[src/rtl/freq_gate_ctrl_pkg.sv]
// Shared definitions for the frequency-meter gate sequencer: state encoding and
// the default range-select width.
package freq_gate_ctrl_pkg;

    localparam int MODE_W_DEFAULT = 2;

    typedef enum logic [2:0] {
        IDLE  = 3'd0,
        CLEAR = 3'd1,
        GATE  = 3'd2,
        LATCH = 3'd3,
        HOLD  = 3'd4
    } gateState_t;

    function automatic logic isBusy(input gateState_t s);
        return s != IDLE;
    endfunction

endpackage

[src/rtl/freq_gate_ctrl_gate_timer.sv]
// Loadable down-counter shared by the gate window and the continuous-mode hold gap.
// `last` flags the final cycle of an interval (count == 1).
module gate_timer #(
    parameter int CNT_W = 24
) (
    input  logic             clkControl,
    input  logic             rst,
    input  logic             load,
    input  logic [CNT_W-1:0] loadValue,
    input  logic             run,
    output logic             last
);

    logic [CNT_W-1:0] count;

    always_ff @(posedge clkControl) begin
        if (rst) begin
            count <= '0;
        end else if (load) begin
            count <= loadValue;
        end else if (run && (count != '0)) begin
            count <= count - CNT_W'(1);
        end
    end

    assign last = (count == CNT_W'(1));

endmodule

[src/rtl/freq_gate_ctrl.sv]
// Gate sequencer for the frequency meter: clear -> enable window -> latch, with
// per-range gate length, single-shot/continuous operation and abort on mode change.
module freq_gate_ctrl
    import freq_gate_ctrl_pkg::*;
#(
    parameter int MODE_W      = MODE_W_DEFAULT,
    parameter int CNT_W       = 24,
    parameter int GATE0       = 10,
    parameter int GATE1       = 100,
    parameter int GATE2       = 1000,
    parameter int GATE3       = 10000,
    parameter int HOLD_CYCLES = 4
) (
    input  logic              clkControl,
    input  logic              rst,
    input  logic [MODE_W-1:0] testMode,
    input  logic              modeControl,
    input  logic              start,
    output logic              enable,
    output logic              clear,
    output logic              latch,
    output logic              valid,
    output logic              busy,
    output logic [MODE_W-1:0] gateMode
);

    gateState_t        state;
    gateState_t        nextState;
    logic [MODE_W-1:0] oldMode;
    logic              oldModeControl;
    logic              modeChanged;
    logic [CNT_W-1:0]  gateLen;
    logic [CNT_W-1:0]  timerValue;
    logic              timerLoad;
    logic              timerRun;
    logic              timerLast;

    // Gate length follows the range captured at CLEAR, not the live input.
    always_comb begin
        gateLen = CNT_W'(GATE3);
        case (int'(oldMode))
            0:       gateLen = CNT_W'(GATE0);
            1:       gateLen = CNT_W'(GATE1);
            2:       gateLen = CNT_W'(GATE2);
            default: gateLen = CNT_W'(GATE3);
        endcase
    end

    assign timerLoad  = (state == CLEAR) || (state == LATCH);
    assign timerRun   = (state == GATE) || (state == HOLD);
    assign timerValue = (state == CLEAR) ? gateLen : CNT_W'(HOLD_CYCLES);

    gate_timer #(
        .CNT_W(CNT_W)
    ) uTimer (
        .clkControl(clkControl),
        .rst       (rst),
        .load      (timerLoad),
        .loadValue (timerValue),
        .run       (timerRun),
        .last      (timerLast)
    );

    assign modeChanged = (testMode != oldMode) || (modeControl != oldModeControl);

    always_comb begin
        nextState = state;
        case (state)
            IDLE:    if (modeControl || start) nextState = CLEAR;
            CLEAR:   nextState = GATE;
            GATE:    if (timerLast) nextState = LATCH;
            LATCH:   nextState = modeControl ? HOLD : IDLE;
            HOLD:    if (timerLast) nextState = CLEAR;
            default: nextState = IDLE;
        endcase
        // Abort overrides everything, including the final gate cycle.
        if ((state != IDLE) && modeChanged) begin
            nextState = modeControl ? CLEAR : IDLE;
        end
    end

    // Outputs are decoded from nextState so they are registered yet line up with the state.
    always_ff @(posedge clkControl) begin
        if (rst) begin
            state          <= IDLE;
            oldMode        <= '0;
            oldModeControl <= 1'b0;
            enable         <= 1'b0;
            clear          <= 1'b0;
            latch          <= 1'b0;
            valid          <= 1'b0;
            busy           <= 1'b0;
        end else begin
            state <= nextState;
            if (nextState == CLEAR) begin
                oldMode        <= testMode;
                oldModeControl <= modeControl;
            end
            enable <= (nextState == GATE);
            clear  <= (nextState == CLEAR);
            latch  <= (nextState == LATCH);
            valid  <= (nextState == LATCH);
            busy   <= isBusy(nextState);
        end
    end

    assign gateMode = oldMode;

endmodule

[config.mk]
export PLATFORM = sky130hd
export DESIGN_NAME = freq_gate_ctrl
export DESIGN_NICKNAME = d
export VERILOG_FILES = /design/src/rtl/freq_gate_ctrl_pkg.sv /design/src/rtl/freq_gate_ctrl_gate_timer.sv /design/src/rtl/freq_gate_ctrl.sv
export SDC_FILE = /design/constraint.sdc
export NUM_CORES = 1
export LEC_CHECK = 0
export ABC_AREA = 1
export CELL_PAD_IN_SITES_DETAIL_PLACEMENT = 0
export CELL_PAD_IN_SITES_GLOBAL_PLACEMENT = 2
export CORE_ASPECT_RATIO = 1.5
export CORE_UTILIZATION = 30
export CTS_BUF_LIST = sky130_fd_sc_hd__clkbuf_16
export DETAILED_ROUTE_END_ITERATION = 7
export MAX_ROUTING_LAYER = met4
export PLACE_DENSITY_LB_ADDON = 0.08
export SLEW_MARGIN = 20
export SYNTH_ARGS = -nofsm -noshare
export SYNTH_HDL_FRONTEND = slang
export SYNTH_SLANG_ARGS = --single-unit
[constraint.sdc]
create_clock -name clkControl -period 3.3 [get_ports clkControl]
set_input_delay 0.66 -clock clkControl [delete_from_list [all_inputs] [get_ports clkControl]]
set_output_delay 0.66 -clock clkControl [all_outputs]
set_load 0.005 [all_outputs]
==> results of run 1 <==
[metrics by stage]
stage                     area, sq um  hold WS, ns  total power, mW  cells
after floorplan                  2020        0.439             1.81    296
after global placement           2200        0.460             2.18    378
after global routing             2390        0.512             3.04    386
after CTS                        2390        0.479             2.80    386
after detailed placement         2200        0.470             2.16    378
final                            2390        0.473             2.77    386
[synth_stat cells, types with 2 or more instances]
cell | count | area (sq um)
nand2_1 | 53 | 199
xnor2_1 | 3 | 26.3
inv_2 | 3 | 11.3
inv_1 | 32 | 120
a21oi_1 | 27 | 135
buf_6 | 2 | 22.5
nor2_1 | 46 | 173
o21ai_1 | 3 | 15.0
nand2_4 | 2 | 22.5
nor3_1 | 5 | 25.0
nand4_1 | 3 | 18.8
nor2_4 | 2 | 22.5
ha_1 | 8 | 100
nand3_1 | 17 | 85.1
nor2_2 | 7 | 43.8
buf_2 | 2 | 10.0
dfxtp_1 | 34 | 681
nand3_2 | 2 | 20.0
a31oi_1 | 4 | 25.0
nand2_2 | 3 | 18.8
clkbuf_1 | 2 | 7.51
o21ai_0 | 20 | 100
o211ai_1 | 2 | 15.0
[logic make-up (layout without fill, tap and decap cells)]
family / after synthesis / after routing / synth area share
AOI/OAI and AO/OA: 61 / 61 / 0.165
xor gates and xnor gates: 4 / 4 / 0.0173
adders and majority gates: 8 / 8 / 0.0495
buffers and inverters: 42 / 56 / 0.0885
DFF: 34 / 34 / 0.337
and+or+nand+nor: 147 / 147 / 0.343
[tightest hold or removal path: cells and delay by family, from the launching register on]
family                 cells  cell delay [ns]
DFF                        1             0.32
buffers and inverters      1             0.05
AOI/OAI and AO/OA          1             0.05
[routing by layer]
| layer | vias up | global-route usage |
|---|---|---|
| met5 | - | - |
| li1 | 992 | - |
| met1 | 809 | 0.168 |
| met4 | 0 | 0.0911 |
| met3 | 14 | 0.0293 |
| met2 | 27 | 0.300 |
[final cells by class]
class | instances | area, sq um
multi-input combinational | 220 | 1160
clock buffer | 5 | 125
clock inverter | 3 | 68.8
sequential | 34 | 681
inverter | 35 | 131
timing repair buffer | 13 | 128
fill | 703 | 4100
tap | 76 | 95.1
[how the worst max path moves through the flow]
stage | startpoint | to
after floorplan | uTimer.count[0]$_SDFFE_PP0P_ | uTimer.count[22]$_SDFFE_PP0P_
after global placement | rst | uTimer.count[10]$_SDFFE_PP0P_
after detailed placement | rst | uTimer.count[10]$_SDFFE_PP0P_
after CTS | uTimer.count[0]$_SDFFE_PP0P_ | uTimer.count[22]$_SDFFE_PP0P_
after global routing | uTimer.count[0]$_SDFFE_PP0P_ | uTimer.count[22]$_SDFFE_PP0P_
final | uTimer.count[0]$_SDFFE_PP0P_ | uTimer.count[22]$_SDFFE_PP0P_
[flip-flops by register name (all words and copies together), names as in the netlist]
name / count
enable: 1
state: 3
oldModeControl: 1
uTimer.count: 24
busy: 1
gateMode: 2
valid: 1
clear: 1
[where the power goes]
part | internal, mW | switching (mW)
clock | 0.434 | 0.193
combinational | 0.515 | 0.943
sequential | 0.545 | 0.137
total | 1.49 | 1.27
==> reports/qor.txt, run 1 <==
Max FO, Critical Path: 4
FF-to-FF Start: uTimer.count[0]$_SDFFE_PP0P_
total gr overflow: 0
Buf+Inv Stages, Crit Path: 2
hold-fix buffer count after cts: 0
Final period util: 0.592
share of post-route cells with drive strength above 1: 0.113
Synth Register Bits: 34
Yosys cell types: 37
DP Wirelength: 4020 um
R2R Path End: uTimer.count[22]$_SDFFE_PP0P_
Post-synth EDFFs: 0
Top Family by Delay on Critical Path: simple AND/OR/NAND/NOR gates
Post-Route Utilization: 0.369
GP Congestion: 0.763
slowest cell delay on critical path: 0.33 ns
vias per cell: 4.77
RSZ-0062 raised after global routing: no
setup ws final: 1.35 ns
clk_skew: 0.00628 ns
status: completed
Final setup viols: 0
initial antenna violation count: 0
met2 routed WL: 2710 um
worst-skew pair later-pin latency: 0.28 ns
Port Buf Inserts: 12
min-delay worst type: reg2reg
Synth Warn #: 0
Hold Path Origin: oldModeControl$_SDFFE_PP0N_
I/O pin cnt: 13
Post-Syn Area per Cell: 6.83 sq um
Setup crit end kind: flip-flop
top sig layer: met4
Ant. Diodes: 0
setup total negative slack: 0 ns
largest net degree at the start of global routing: 28
TritonRoute pass-1 iters: 4
pre-CTS WS: 1.14 ns
Required @ worst endpoint: 3.47 ns
worst r2r path cells: 12
Worst path slowest cell: dfxtp_1
metal3 WL: 118 um
ys async rst share: 0
Final Hold Fails: 0
area of the mapped netlist: 2020 sq um
WL final: 5290 um
H-tree depth: 2
minimum clock period: 1.95 ns
commonest non-fill, non-tap cell in the layout: nand2_1
# clock sinks: 34
CTS tree: done
total CTS buffers: 5
initial drt markers: 50
Peak Freq: 512 MHz
Initial Util: 0.312
Total GRT Usage: 0.165
Residual DRC: 0
Slew Limit Fails: 0
Least-Margin Pin Slew: 0.448 ns
fin nets: 323
Routed wire per std cell: 13.7 um
post-synthesis to final-layout area growth: 18.3%
vias in the first global route: 1,770
Post-Synthesis Cells: 296
MaxCap Viol Count: 0
worst vdd rail ir drop: 0.429 mV
Die Ht: 103 um
chip width: 69.0 um
CP Launch Type: flip-flop
CTS resizes: 0
DRT antenna net count: 0
most used flip-flop cell after synthesis: dfxtp_1
PwrDens: 1160 nW/um^2
Die ar.: 7080 sq um
hold depth: 2
Levels on crit path: 12
Clock Tree Buf Depth: 2
post-synth net total: 310
worst-path cell chain: inv_1, ha_1, nand2_1, nor2_1, nand2_1, nor2_2, inv_1, nor2_1, and3_1, nand3_2, nand2_1, nor2_1
commonest cells after routing, fill and taps aside: nand2_1 (53), nor2_1 (46), dfxtp_1 (34)
Clock Pin Slew Worst Setup and Hold Paths: 0.06 ns
Core Area: 6490 sq um
crit path kind: reg2reg
WL met1: 2280 um
via count: 1,842
P_leak: 1.03 nW
R2R Setup Slk: 1.35 ns
root buf cell: clkbuf_16
Hold Path End: oldModeControl$_SDFFE_PP0N_
first-pass GRT wire length: 8650 um
Arrival @ worst endpoint: 2.13 ns
worst rel slew slack: 0.701
postcts setup bufs: 0
sequential share of the synthesized area: 0.337
Row Count: 36
(Power assumes the default switching activity.)
==> inputs of run 2 (changes only) <==
==> constraint.sdc (replaced) <==
create_clock -name clkControl -period 1.67 [get_ports clkControl]
set_input_delay 0.334 -clock clkControl [delete_from_list [all_inputs] [get_ports clkControl]]
set_output_delay 0.334 -clock clkControl [all_outputs]
set_load 0.005 [all_outputs]
==> reports/qor.txt, run 2 (synthesis gave the netlist of run 1 again) <==
status: completed
via count: 2,032
DRT antenna net count: 0
crit path kind: reg2out
Arrival @ worst endpoint: 1.30 ns
CP Launch Type: flip-flop
worst vdd rail ir drop: 1.10 mV
total power: 6.84 mW
Required @ worst endpoint: 1.34 ns
FF-to-FF Start: uTimer.count[0]$_SDFFE_PP0P_
Cell Area, Placed: 2470 sq um
Clock Pin Slew Worst Setup and Hold Paths: 0.06 ns
WL final: 5800 um
PwrDens: 2350 nW/um^2
largest register by flop count: uTimer.count
Port Buf Inserts: 12
Hold Path Origin: oldModeControl$_SDFFE_PP0N_
Buf+Inv Stages, Crit Path: 1
MaxCap Viol Count: 0
Setup crit end kind: output pin
min-delay worst type: reg2reg
# clock sinks: 34
Core Area: 6490 sq um
share of post-route cells with drive strength above 1: 0.340
worst-path cell chain: clkdlybuf4s50_1
root buf cell: clkbuf_16
commonest non-fill, non-tap cell in the layout: nand2_1
commonest cells after routing, fill and taps aside: nand2_1 (43), nor2_1 (38), buf_4 (36)
Peak Freq: 614 MHz
Final setup viols: 0
TritonRoute pass-1 iters: 4
GP Congestion: 0.745
Residual DRC: 0
first-pass GRT wire length: 9200 um
Final period util: 0.976
Clock Tree Buf Depth: 2
initial drt markers: 69
hold-fix buffer count after cts: 0
fin nets: 366
total gr overflow: 0
minimum clock period: 1.63 ns
Worst Setup SP: gateMode[0]$_SDFFE_PP0N_
CTS tree: done
DP Wirelength: 4340 um
Final Hold Fails: 0
H-tree depth: 2
Ant. Diodes: 0
worst-skew pair later-pin latency: 0.28 ns
Total GRT Usage: 0.173
Top Family by Delay on Critical Path: buffers and inverters
Least-Margin Pin Slew: 0.350 ns
Row Count: 36
vias per cell: 4.74
Routed wire per std cell: 13.5 um
Design Area, Final: 2920 sq um
I/O pin cnt: 13
P_leak: 1.28 nW
Slew Limit Fails: 0
worst rel slew slack: 0.766
clk_skew: 0.00198 ns
total CTS buffers: 5
Max FO, Critical Path: 6
slowest cell delay on critical path: 0.55 ns
initial antenna violation count: 0
Worst path slowest cell: clkdlybuf4s50_1
largest net degree at the start of global routing: 17
max FFs per register: 24
RSZ-0062 raised after global routing: yes
Die Ht: 103 um
Die ar.: 7080 sq um
Initial Util: 0.312
chip width: 69.0 um
vias in the first global route: 1,955
post-synthesis to final-layout area growth: 44.2%
[run 2: cell count changes in the layout (fill, tap and decap cells not counted), moves of 7 or more]
cell and delta:
nand2_1 -10, o21ai_0 -10, buf_4 +35, o21ai_2 +8, nand2_2 +7, nor2_1 -8
[run 2: final cells by class]
class / instances / area (sq um)
Sequential cell: 34 / 686
Clock buffer: 5 / 125
Fill cell: 695 / 3570
Tap cell: 76 / 95.1
Clock inverter: 3 / 12.5
Multi-Input combinational cell: 220 / 1350
Inverter: 35 / 136
Timing Repair Buffer: 56 / 512
[run 2: layer usage]
metal  share of wire  track usage  up-vias  wire length, um
li1                -            -     1076                -
met1            0.42        0.180      933             2410
met2            0.55        0.324       16             3210
met3           0.013       0.0254        7               73
met4           0.018       0.0738        0              103
met5               0            -        -                0
[run 2: where the power goes]
part	internal, mW	switching [mW]	leakage (nW)	total, mW
sequential	1.09	0.276	0.280	1.36
clock	0.539	0.353	0.0724	0.893
combinational	2.11	2.48	0.926	4.59
total	3.73	3.11	1.28	6.84
[run 2: path summary, 6_finish.rpt]
check | cells past startpoint | slack (ns) | endpoint
max | 1 | 0.04 | gateMode[0]
min reg2reg | 2 | 0.47 | oldModeControl$_SDFFE_PP0N_
max reg2reg | 11 | 0.05 | uTimer.count[9]$_SDFFE_PP0P_
min | 2 | 0.47 | oldModeControl$_SDFFE_PP0N_
[run 2: repair_timing]
action                                  in CTS  in global routing
pin swaps                                    4                 25
resized for setup                           11                 61
setup buffers                                3                  6
endpoints found under the setup margin      13                 32
cloned                                       0                  1
[run 2: per-stage QoR]
| step | util | worst slack (ns) | hold WS [ns] | setup TNS (ns) | cells |
|---|---|---|---|---|---|
| detailed placement | 0.381 | -0.111 | 0.461 | -0.830 | 411 |
| CTS | 0.409 | 0.00171 | 0.468 | 0 | 422 |
| global route | 0.449 | -0.0542 | 0.489 | -0.364 | 429 |
| floorplan | - | 0.0980 | 0.439 | 0 | 296 |
| global placement | 0.381 | -0.106 | 0.452 | -0.680 | 411 |
| finish | 0.449 | 0.0409 | 0.474 | 0 | 429 |
==> inputs of run 3 (changes only) <==
--- a/config.mk
+++ b/config.mk
@@ -12,6 +12,7 @@
 export CORE_UTILIZATION = 30
 export CTS_BUF_LIST = sky130_fd_sc_hd__clkbuf_16
 export DETAILED_ROUTE_END_ITERATION = 7
+export HOLD_SLACK_MARGIN = 0.03
 export MAX_ROUTING_LAYER = met4
 export PLACE_DENSITY_LB_ADDON = 0.08
 export SLEW_MARGIN = 20
==> results of run 3 <==
The final DEF is identical to that of run 2; final timing and power are the same.
